**src/rtl/alu_exec_unit.sv**
```systemverilog
// alu_exec_unit: ALU execution unit with valid/ready handshakes, an iterative shift-add multiplier
// and an optional restoring divider (present only when ALU_EXEC_DIV_EN is defined).
module alu_exec_unit #(
  parameter int WIDTH = 32
) (
  input  logic             clk,
  input  logic             rst,
  input  logic             in_valid,
  output logic             in_ready,
  input  logic [2:0]       ALUControl,
  input  logic [WIDTH-1:0] a,
  input  logic [WIDTH-1:0] b,
  output logic             out_valid,
  input  logic             out_ready,
  output logic [WIDTH-1:0] result,
  output logic [3:0]       flags,
  output logic             div_zero,
  output logic [1:0]       dbg_state
);

  localparam int SHW = $clog2(WIDTH);
  localparam logic [SHW-1:0] CNT_LAST = SHW'(WIDTH - 1);

  localparam logic [2:0] OP_SUB   = 3'b000;
  localparam logic [2:0] OP_ADD   = 3'b001;
  localparam logic [2:0] OP_MUL   = 3'b010;
  localparam logic [2:0] OP_DIV   = 3'b011;
  localparam logic [2:0] OP_AND   = 3'b100;
  localparam logic [2:0] OP_SLL   = 3'b101;
  localparam logic [2:0] OP_OR    = 3'b110;
  localparam logic [2:0] OP_PASSB = 3'b111;

  typedef enum logic [1:0] {
    IDLE = 2'd0,
    MUL  = 2'd1,
    DONE = 2'd2
`ifdef ALU_EXEC_DIV_EN
    , DIV = 2'd3
`endif
  } state_t;

  // Handshake: a request transfers on a rising edge with in_valid && in_ready (only in IDLE);
  // a result transfers with out_valid && out_ready (only in DONE), and the outputs hold
  // steady until then. A new request can be taken no earlier than the cycle after that.

  state_t           state_q, state_d;
  logic [WIDTH-1:0] a_q, a_d;
  logic [WIDTH-1:0] b_q, b_d;
  logic [WIDTH-1:0] acc_q, acc_d;
  logic [SHW-1:0]   cnt_q, cnt_d;
  logic [WIDTH-1:0] result_q, result_d;
  logic [3:0]       flags_q, flags_d;
  logic             div_zero_q, div_zero_d;

  function automatic logic [3:0] nzcv(input logic [WIDTH-1:0] r, input logic c, input logic v);
    return {r[WIDTH-1], (r == '0), c, v};
  endfunction

  // Single-cycle operations, evaluated straight from the request inputs at acceptance.
  logic [WIDTH:0]   add_full;
  logic [WIDTH:0]   sub_full;
  logic [WIDTH-1:0] alu_res;
  logic             alu_c;
  logic             alu_v;

  assign add_full = {1'b0, a} + {1'b0, b};
  assign sub_full = {1'b0, a} + {1'b0, ~b} + (WIDTH+1)'(1);

  always_comb begin
    alu_res = '0;
    alu_c   = 1'b0;
    alu_v   = 1'b0;
    case (ALUControl)
      OP_SUB: begin
        alu_res = sub_full[WIDTH-1:0];
        alu_c   = sub_full[WIDTH];
        alu_v   = (a[WIDTH-1] != b[WIDTH-1]) && (sub_full[WIDTH-1] != a[WIDTH-1]);
      end
      OP_ADD: begin
        alu_res = add_full[WIDTH-1:0];
        alu_c   = add_full[WIDTH];
        alu_v   = (a[WIDTH-1] == b[WIDTH-1]) && (add_full[WIDTH-1] != a[WIDTH-1]);
      end
      OP_MUL:   alu_res = '0;
      OP_DIV:   alu_res = '0;
      OP_AND:   alu_res = a & b;
      OP_SLL:   alu_res = a << b[SHW-1:0];
      OP_OR:    alu_res = a | b;
      OP_PASSB: alu_res = b;
      default:  alu_res = '0;
    endcase
  end

  // Multiplier step: add the shifted multiplicand when the current multiplier bit is set.
  logic [WIDTH-1:0] mul_acc;
  assign mul_acc = acc_q + (b_q[0] ? a_q : '0);

`ifdef ALU_EXEC_DIV_EN
  // Restoring divider step: acc_q is the partial remainder, a_q shifts the dividend out
  // from the top while quotient bits shift in at the bottom.
  logic [WIDTH:0]   div_sh;
  logic             div_ge;
  logic [WIDTH-1:0] div_rem;
  logic [WIDTH-1:0] quo_next;

  assign div_sh   = {acc_q, a_q[WIDTH-1]};
  assign div_ge   = (div_sh >= {1'b0, b_q});
  assign div_rem  = div_ge ? WIDTH'(div_sh - {1'b0, b_q}) : div_sh[WIDTH-1:0];
  assign quo_next = {a_q[WIDTH-2:0], div_ge};
`endif

  always_comb begin
    state_d    = state_q;
    a_d        = a_q;
    b_d        = b_q;
    acc_d      = acc_q;
    cnt_d      = cnt_q;
    result_d   = result_q;
    flags_d    = flags_q;
    div_zero_d = div_zero_q;
    case (state_q)
      IDLE: begin
        if (in_valid) begin
          a_d   = a;
          b_d   = b;
          acc_d = '0;
          cnt_d = '0;
          if (ALUControl == OP_MUL) begin
            state_d = MUL;
          end
`ifdef ALU_EXEC_DIV_EN
          else if (ALUControl == OP_DIV && b != '0) begin
            state_d = DIV;
          end else if (ALUControl == OP_DIV) begin
            state_d    = DONE;
            result_d   = '1;
            flags_d    = nzcv('1, 1'b0, 1'b0);
            div_zero_d = 1'b1;
          end
`endif
          else begin
            state_d    = DONE;
            result_d   = alu_res;
            flags_d    = nzcv(alu_res, alu_c, alu_v);
            div_zero_d = 1'b0;
          end
        end
      end
      MUL: begin
        acc_d = mul_acc;
        a_d   = a_q << 1;
        b_d   = b_q >> 1;
        cnt_d = cnt_q + SHW'(1);
        if (cnt_q == CNT_LAST) begin
          state_d    = DONE;
          result_d   = mul_acc;
          flags_d    = nzcv(mul_acc, 1'b0, 1'b0);
          div_zero_d = 1'b0;
        end
      end
`ifdef ALU_EXEC_DIV_EN
      DIV: begin
        acc_d = div_rem;
        a_d   = quo_next;
        cnt_d = cnt_q + SHW'(1);
        if (cnt_q == CNT_LAST) begin
          state_d    = DONE;
          result_d   = quo_next;
          flags_d    = nzcv(quo_next, 1'b0, 1'b0);
          div_zero_d = 1'b0;
        end
      end
`endif
      DONE: begin
        if (out_ready) begin
          state_d = IDLE;
        end
      end
      default: state_d = IDLE;
    endcase
  end

  always_ff @(posedge clk or posedge rst) begin
    if (rst) begin
      state_q    <= IDLE;
      a_q        <= '0;
      b_q        <= '0;
      acc_q      <= '0;
      cnt_q      <= '0;
      result_q   <= '0;
      flags_q    <= '0;
      div_zero_q <= 1'b0;
    end else begin
      state_q    <= state_d;
      a_q        <= a_d;
      b_q        <= b_d;
      acc_q      <= acc_d;
      cnt_q      <= cnt_d;
      result_q   <= result_d;
      flags_q    <= flags_d;
      div_zero_q <= div_zero_d;
    end
  end

  assign in_ready  = (state_q == IDLE);
  assign out_valid = (state_q == DONE);
  assign result    = result_q;
  assign flags     = flags_q;
  assign div_zero  = div_zero_q;
  assign dbg_state = state_q;

endmodule

```
**config.mk**
```make
export PLATFORM = sky130hd
export DESIGN_NAME = alu_exec_unit
export DESIGN_NICKNAME = d
export VERILOG_FILES = /design/src/rtl/alu_exec_unit.sv
export SDC_FILE = /design/constraint.sdc
export NUM_CORES = 1
export LEC_CHECK = 0
export BUFFER_PORTS_ARGS = -buffer_cell sky130_fd_sc_hd__buf_2
export CAP_MARGIN = 40
export CORE_MARGIN = 2
export CORE_UTILIZATION = 40
export CTS_BUF_LIST = sky130_fd_sc_hd__clkbuf_16
export DETAILED_ROUTE_END_ITERATION = 8
export GPL_TIMING_DRIVEN = 0
export RECOVER_POWER = 50
export SLEW_MARGIN = 40
export SYNTH_ARGS = -nofsm -noshare
export SYNTH_HDL_FRONTEND = slang
export SYNTH_SLANG_ARGS = --single-unit
```
**constraint.sdc**
```tcl
create_clock -name clk -period 5.01 [get_ports clk]
set_clock_uncertainty 0.1 [all_clocks]
set_input_delay 0.501 -clock clk [delete_from_list [all_inputs] [get_ports clk]]
set_output_delay 0.501 -clock clk [all_outputs]
set_load 0.1 [all_outputs]
```
**Yosys cells after proc, flatten, opt, wreduce, memory -nomap -nowiden**

Index checks and enable logic that the tools add are counted.

- Register bits after elaboration: 140
- Input port bits: 71
- Output and inout port bits: 41
- Word-level logic and storage cells: 75

- Add/sub/neg operators: 5
- Eq/ne operators: 18
- Shift-type cells: 1
- Muxes and demuxes: 29
- Bitwise operators: 3
- Reduce and logical (&&, ||, !) cells: 11

Operators by type and width:

| cell | count |
|---|---|
| $pmux W32 S2 | 4 |
| $mux W32 | 7 |
| $pmux W32 S7 | 1 |
| $add A32 B32 Y33 | 2 |
| $logic_not A32 Y1 | 2 |
| $add A33 B1 Y33 const B | 1 |
| $add A32 B32 Y32 | 1 |
| $and A32 B32 Y32 | 1 |
| $not A32 Y32 | 1 |
| $or A32 B32 Y32 | 1 |
| $shl A32 B5 Y32 | 1 |
| $eq A3 B3 Y1 const B | 4 |
| $mux W4 | 3 |
| $pmux W5 S2 | 1 |
| $mux W2 | 4 |
| $pmux W4 S2 | 1 |
| $eq A3 B2 Y1 const B | 2 |
| $ne A2 B2 Y1 const B | 3 |
| $pmux W1 S2 | 3 |
| $pmux W2 S3 | 1 |
| $add A5 B1 Y5 const B | 1 |
| $eq A5 B5 Y1 const B | 1 |
| $mux W5 | 1 |
| $reduce_and A4 Y1 | 1 |
| 14 further kinds | 19 |

**Depth between registers and ports, before layout**

- Depth after elaboration: 9
- Gate-level depth with buffers: 19
- Depth with buffers taken out: 15

**Worst setup path after synthesis**

No wires, ideal clock.

- Path type: input port to flip-flop
- Start point: input port b[2]
- End point: register flags_q[2] (netlist: flags[2])
- Library setup time: 87 ps
- Arrival time: 4899 ps
- Required time: 4823 ps
- Path slack: -75 ps
- Cell stages on the path: 19
- Buffers on the path: 5
- Cells stage by stage: buf_2 > inv_1 > buf_2 > clkbuf_1 > clkbuf_1 > ha_1 > buf_2 > or2_1 > a221o_1 > a211oi_1 > nor4_1 > xnor2_1 > a221oi_1 > nand2_1 > or4_1 > or4_1 > nor4_1 > nand4_1 > o211ai_1

- Word-level cells in the longest chain between the ends: 8
- Elaborated cells between the ends (all ways): 12
- Those cells by class: 3 x add/sub; 1 x shift; 4 x mux; 3 x bitwise; 1 x reduce/logical

Ends and longest elaborated chain:

| item | line | text |
|---|---|---|
| start, declared | 12 | `input logic [WIDTH-1:0] b,` |
| $not A32 Y32 | 67 | `assign sub_full = {1'b0, a} + {1'b0, ~b} + (WIDTH+1)'(1);` |
| $add A32 B32 Y33 | 67 |  |
| $add A33 B1 Y33 | 67 |  |
| $pmux W32 S7 (*) | 73 | `case (ALUControl)` |
| $logic_not A32 Y1 (*) | 56 | `return {r[WIDTH-1], (r == '0), c, v};` |
| $mux W4 (*) | 128 | `if (ALUControl == OP_MUL) begin` |
| $mux W4 (*) | 123 | `if (in_valid) begin` |
| $pmux W4 S2 (*) | 121 | `case (state_q)` |
| end signal, assigned | 200 | `flags_q <= flags_d;` |
| end, declared | 52 | `logic [3:0] flags_q, flags_d;` |

Mark *: on every way between the ends. The rest lies on a longest branch, timed or not. The select of a mux whose other input is x is not followed.
A chain may end at the register's enable or synchronous reset.

**Worst setup path after layout**

- Start point: input port b[0]
- End point: register flags_q[2] (netlist: flags[2])

The elaborated chain is that of the path after synthesis.

==> results.json <==
{
  "ff2ff_path_depth": 16,
  "clock_path_buffers": 2,
  "via_per_inst": 6.20,
  "syn_inst": 1992,
  "grt_pass1_wl_um": 100000,
  "fin_setup_tns_ns": 0,
  "status": "complete, but fails checks",
  "cts_tree": "yes",
  "multi_input_area_sq_um": 10900,
  "gr-total-overflow": 0,
  "ios": 112,
  "r2r_slack_ns": 0.26,
  "finalInstanceArea_sq_um": 17100,
  "hold_depth": 2,
  "setup_viol_count_final": 0,
  "setup_ws_ns": 0.0802,
  "nFillCells": 3935,
  "nets": 2329,
  "post_synth_num_cell_types": 89,
  "required_ns": 5.28,
  "insertion_delay_ns": 0.46,
  "hold_viol": 0,
  "yosysWarnings": 0,
  "violations": "max-capacitance violations, max-slew violations",
  "cp.arrival_ns": 5.20,
  "min_from": "out_ready",
  "hold_slack_ns": 0.130,
  "powerDensity_nw_per_um2": 379,
  "regToRegStartpoint": "b_q[0]",
  "layout-drive-gt1-share": 0.112,
  "slew_headroom": -0.453,
  "grt_use_total": 0.345,
  "period_minus_slack_ns": 4.93,
  "drc": 0,
  "num_vias": 16400,
  "die_height_um": 198,
  "grt_antenna_before_repair": 0,
  "hold-path-endpoint": "dbg_state[1]",
  "rows": 71,
  "dp.cells": 2613,
  "p_total_mw": 6.50,
  "cp-start-kind": "input port",
  "portBuffers": 107,
  "start_util": 0.404,
  "stdcell_count": 2650,
  "routabilityCongestion": 1.02,
  "core_sq_um": 37500,
  "fin_util": 0.457,
  "rsz0062_at_grt": "false",
  "critPathKind": "in2reg",
  "grt_max_degree": 56,
  "critPathMaxFanout": 19,
  "avgSynthCellArea_sq_um": 7.59,
  "wl_um": 68000,
  "r2r_end": "flags[2]",
  "seq_area_sq_um": 3450,
  "wl_per_cell_um": 25.6,
  "worst_slew_pin_slew_ns": 2.18,
  "layout_commonest_cell": "nand2_1",
  "syn-cell-area_sq_um": 15100,
  "vdd_ir_drop_max_mv": 0.247,
  "syn_nets": 2196,
  "root_buffer": "clkbuf_16",
  "leakage_nw": 7.77,
  "final_cell_mix": "nand2_1, nor2_1, a21oi_1",
  "dpl_cell_area_sq_um": 16400,
  "timing.fmax_mhz": 203,
  "dieWidth_um": 198,
  "synth_enable_flop_cells": 0,
  "place_ws_ns": -1.70,
  "drt_pass1_iterations": 6,
  "synthFlopType": "dfrtp_1",
  "fp.dieArea_sq_um": 39400,
  "cts.sinks": 138,
  "ys_ff_latch": 138,
  "drv_cap": 2,
  "cts_buffers": 17,
  "worst_setup_path_end_kind": "flop",
  "drt-initial-drc-count": 1870,
  "syn_to_final_growth_pct": 13.3,
  "cts_max_level": 4,
  "clk_pin_slew_ns": 0.06,
  "slew_viol_final": 87,
  "hp-class": "in2reg",
  "grt_pass1_vias": 15800,
  "async_flop_share": 1.00,
  "ys_seq_area_frac": 0.228,
  "finalCritPeriodShare": 0.984,
  "dp.final_hpwl_um": 55000,
  "ant_nets": 0
}
[cells in the mapped netlist (14+ instances only)]
cell / n / area (sq um)
mux2i_1: 47 / 470
clkbuf_1: 98 / 368
nor2b_1: 25 / 156
o211ai_1: 19 / 143
a22oi_1: 25 / 188
ha_1: 130 / 1630
nor4_1: 15 / 93.8
o21a_1: 18 / 135
buf_2: 18 / 90.1
dfrtp_1: 138 / 3450
a21o_1: 42 / 315
a221oi_1: 15 / 131
a31oi_1: 24 / 150
o22ai_1: 16 / 100
xor2_1: 21 / 184
o21ai_0: 170 / 851
nand2b_1: 26 / 163
nand4_1: 24 / 150
a211oi_1: 30 / 225
a21oi_1: 174 / 871
nand3_1: 36 / 180
a22o_1: 20 / 175
and3_1: 14 / 87.6
o21bai_1: 16 / 120
inv_1: 91 / 342
xnor2_1: 23 / 201
nor3_1: 38 / 190
mux4_2: 23 / 518
and2_1: 40 / 250
nor2_1: 204 / 766
nand2_1: 229 / 860
[kinds of logic after synthesis]
family          count (synthesis)  share of synthesized area
flops                         138                      0.228
simple gates                  698                      0.215
mux                            83                     0.0758
compound gates                666                      0.283
fa+ha+maj                     133                      0.111
xor+xnor                       44                     0.0255
buf+inv                       229                     0.0605
other cells                     1                   0.000248
[critical path, cell delays in order]
cell and delay, ns:
buf_2 0.15, buf_6 0.21, buf_6 0.27, inv_1 0.21
ha_1 0.30, mux4_2 0.58, mux2i_1 0.52, o22a_1 0.30
o2111ai_1 0.15, or3b_1 0.23, nand3_2 0.16, a211o_1 0.36
or4_1 0.60, nor4_1 0.28, nand4_1 0.20, o211ai_1 0.15
[power by group]
group	internal, mW	total [mW]	switching [mW]
Clock	0.703	1.30	0.594
Sequential	1.47	1.71	0.239
Combinational	0.877	3.49	2.62
[worst max-delay path by stage]
stage,endpoint,slack (ns),startpoint,depth (start not counted)
5_1_grt,flags[2],0.006,b[2],20
4_1_cts,flags[2],0.02,b[1],16
6_report,flags[2],0.08,b[0],16
3_5_place_dp,flags[2],-1.70,b[2],20
2_1_floorplan,flags[2],0.05,b[2],19
3_3_place_gp,flags[2],-2.10,b[2],20
[state kept, by name, summed over array words and instances, names as in the netlist]
register and count:
a_q 32, acc_q 32, b_q 32, result 32
cnt_q 5, flags 3, dbg_state 2
[area by class of cell]
type | instances | share of cell area
clock buffers | 17 | 0.0248
diodes | 1 | 0.000146
well taps | 511 | 0.0373
multi-input cells | 1625 | 0.637
clock inverters | 15 | 0.00941
inverters | 94 | 0.0207
plain buffers | 132 | 0.0345
flip-flops and latches | 138 | 0.201
repair buffers | 117 | 0.0343
[layer usage]
| metal | share of wire | GRT usage |
|---|---|---|
| met1 | 0.43 | 0.452 |
| met2 | 0.47 | 0.575 |
| met3 | 0.068 | 0.0487 |
| met4 | 0.038 | 0.134 |
| met5 | 0 | 0 |
[timing repair]
| action | 4_1_cts | 5_1_grt |
|---|---|---|
| hold buffers | 1 | 0 |
| hold endpoints to repair | 40 | 0 |
| pin swaps | 5 | 4 |
| setup endpoints to repair | 13 | 2 |
| buffers inserted | 4 | 1 |
| resized for setup | 24 | 20 |
Note: power is estimated with default switching activity, not from simulation.
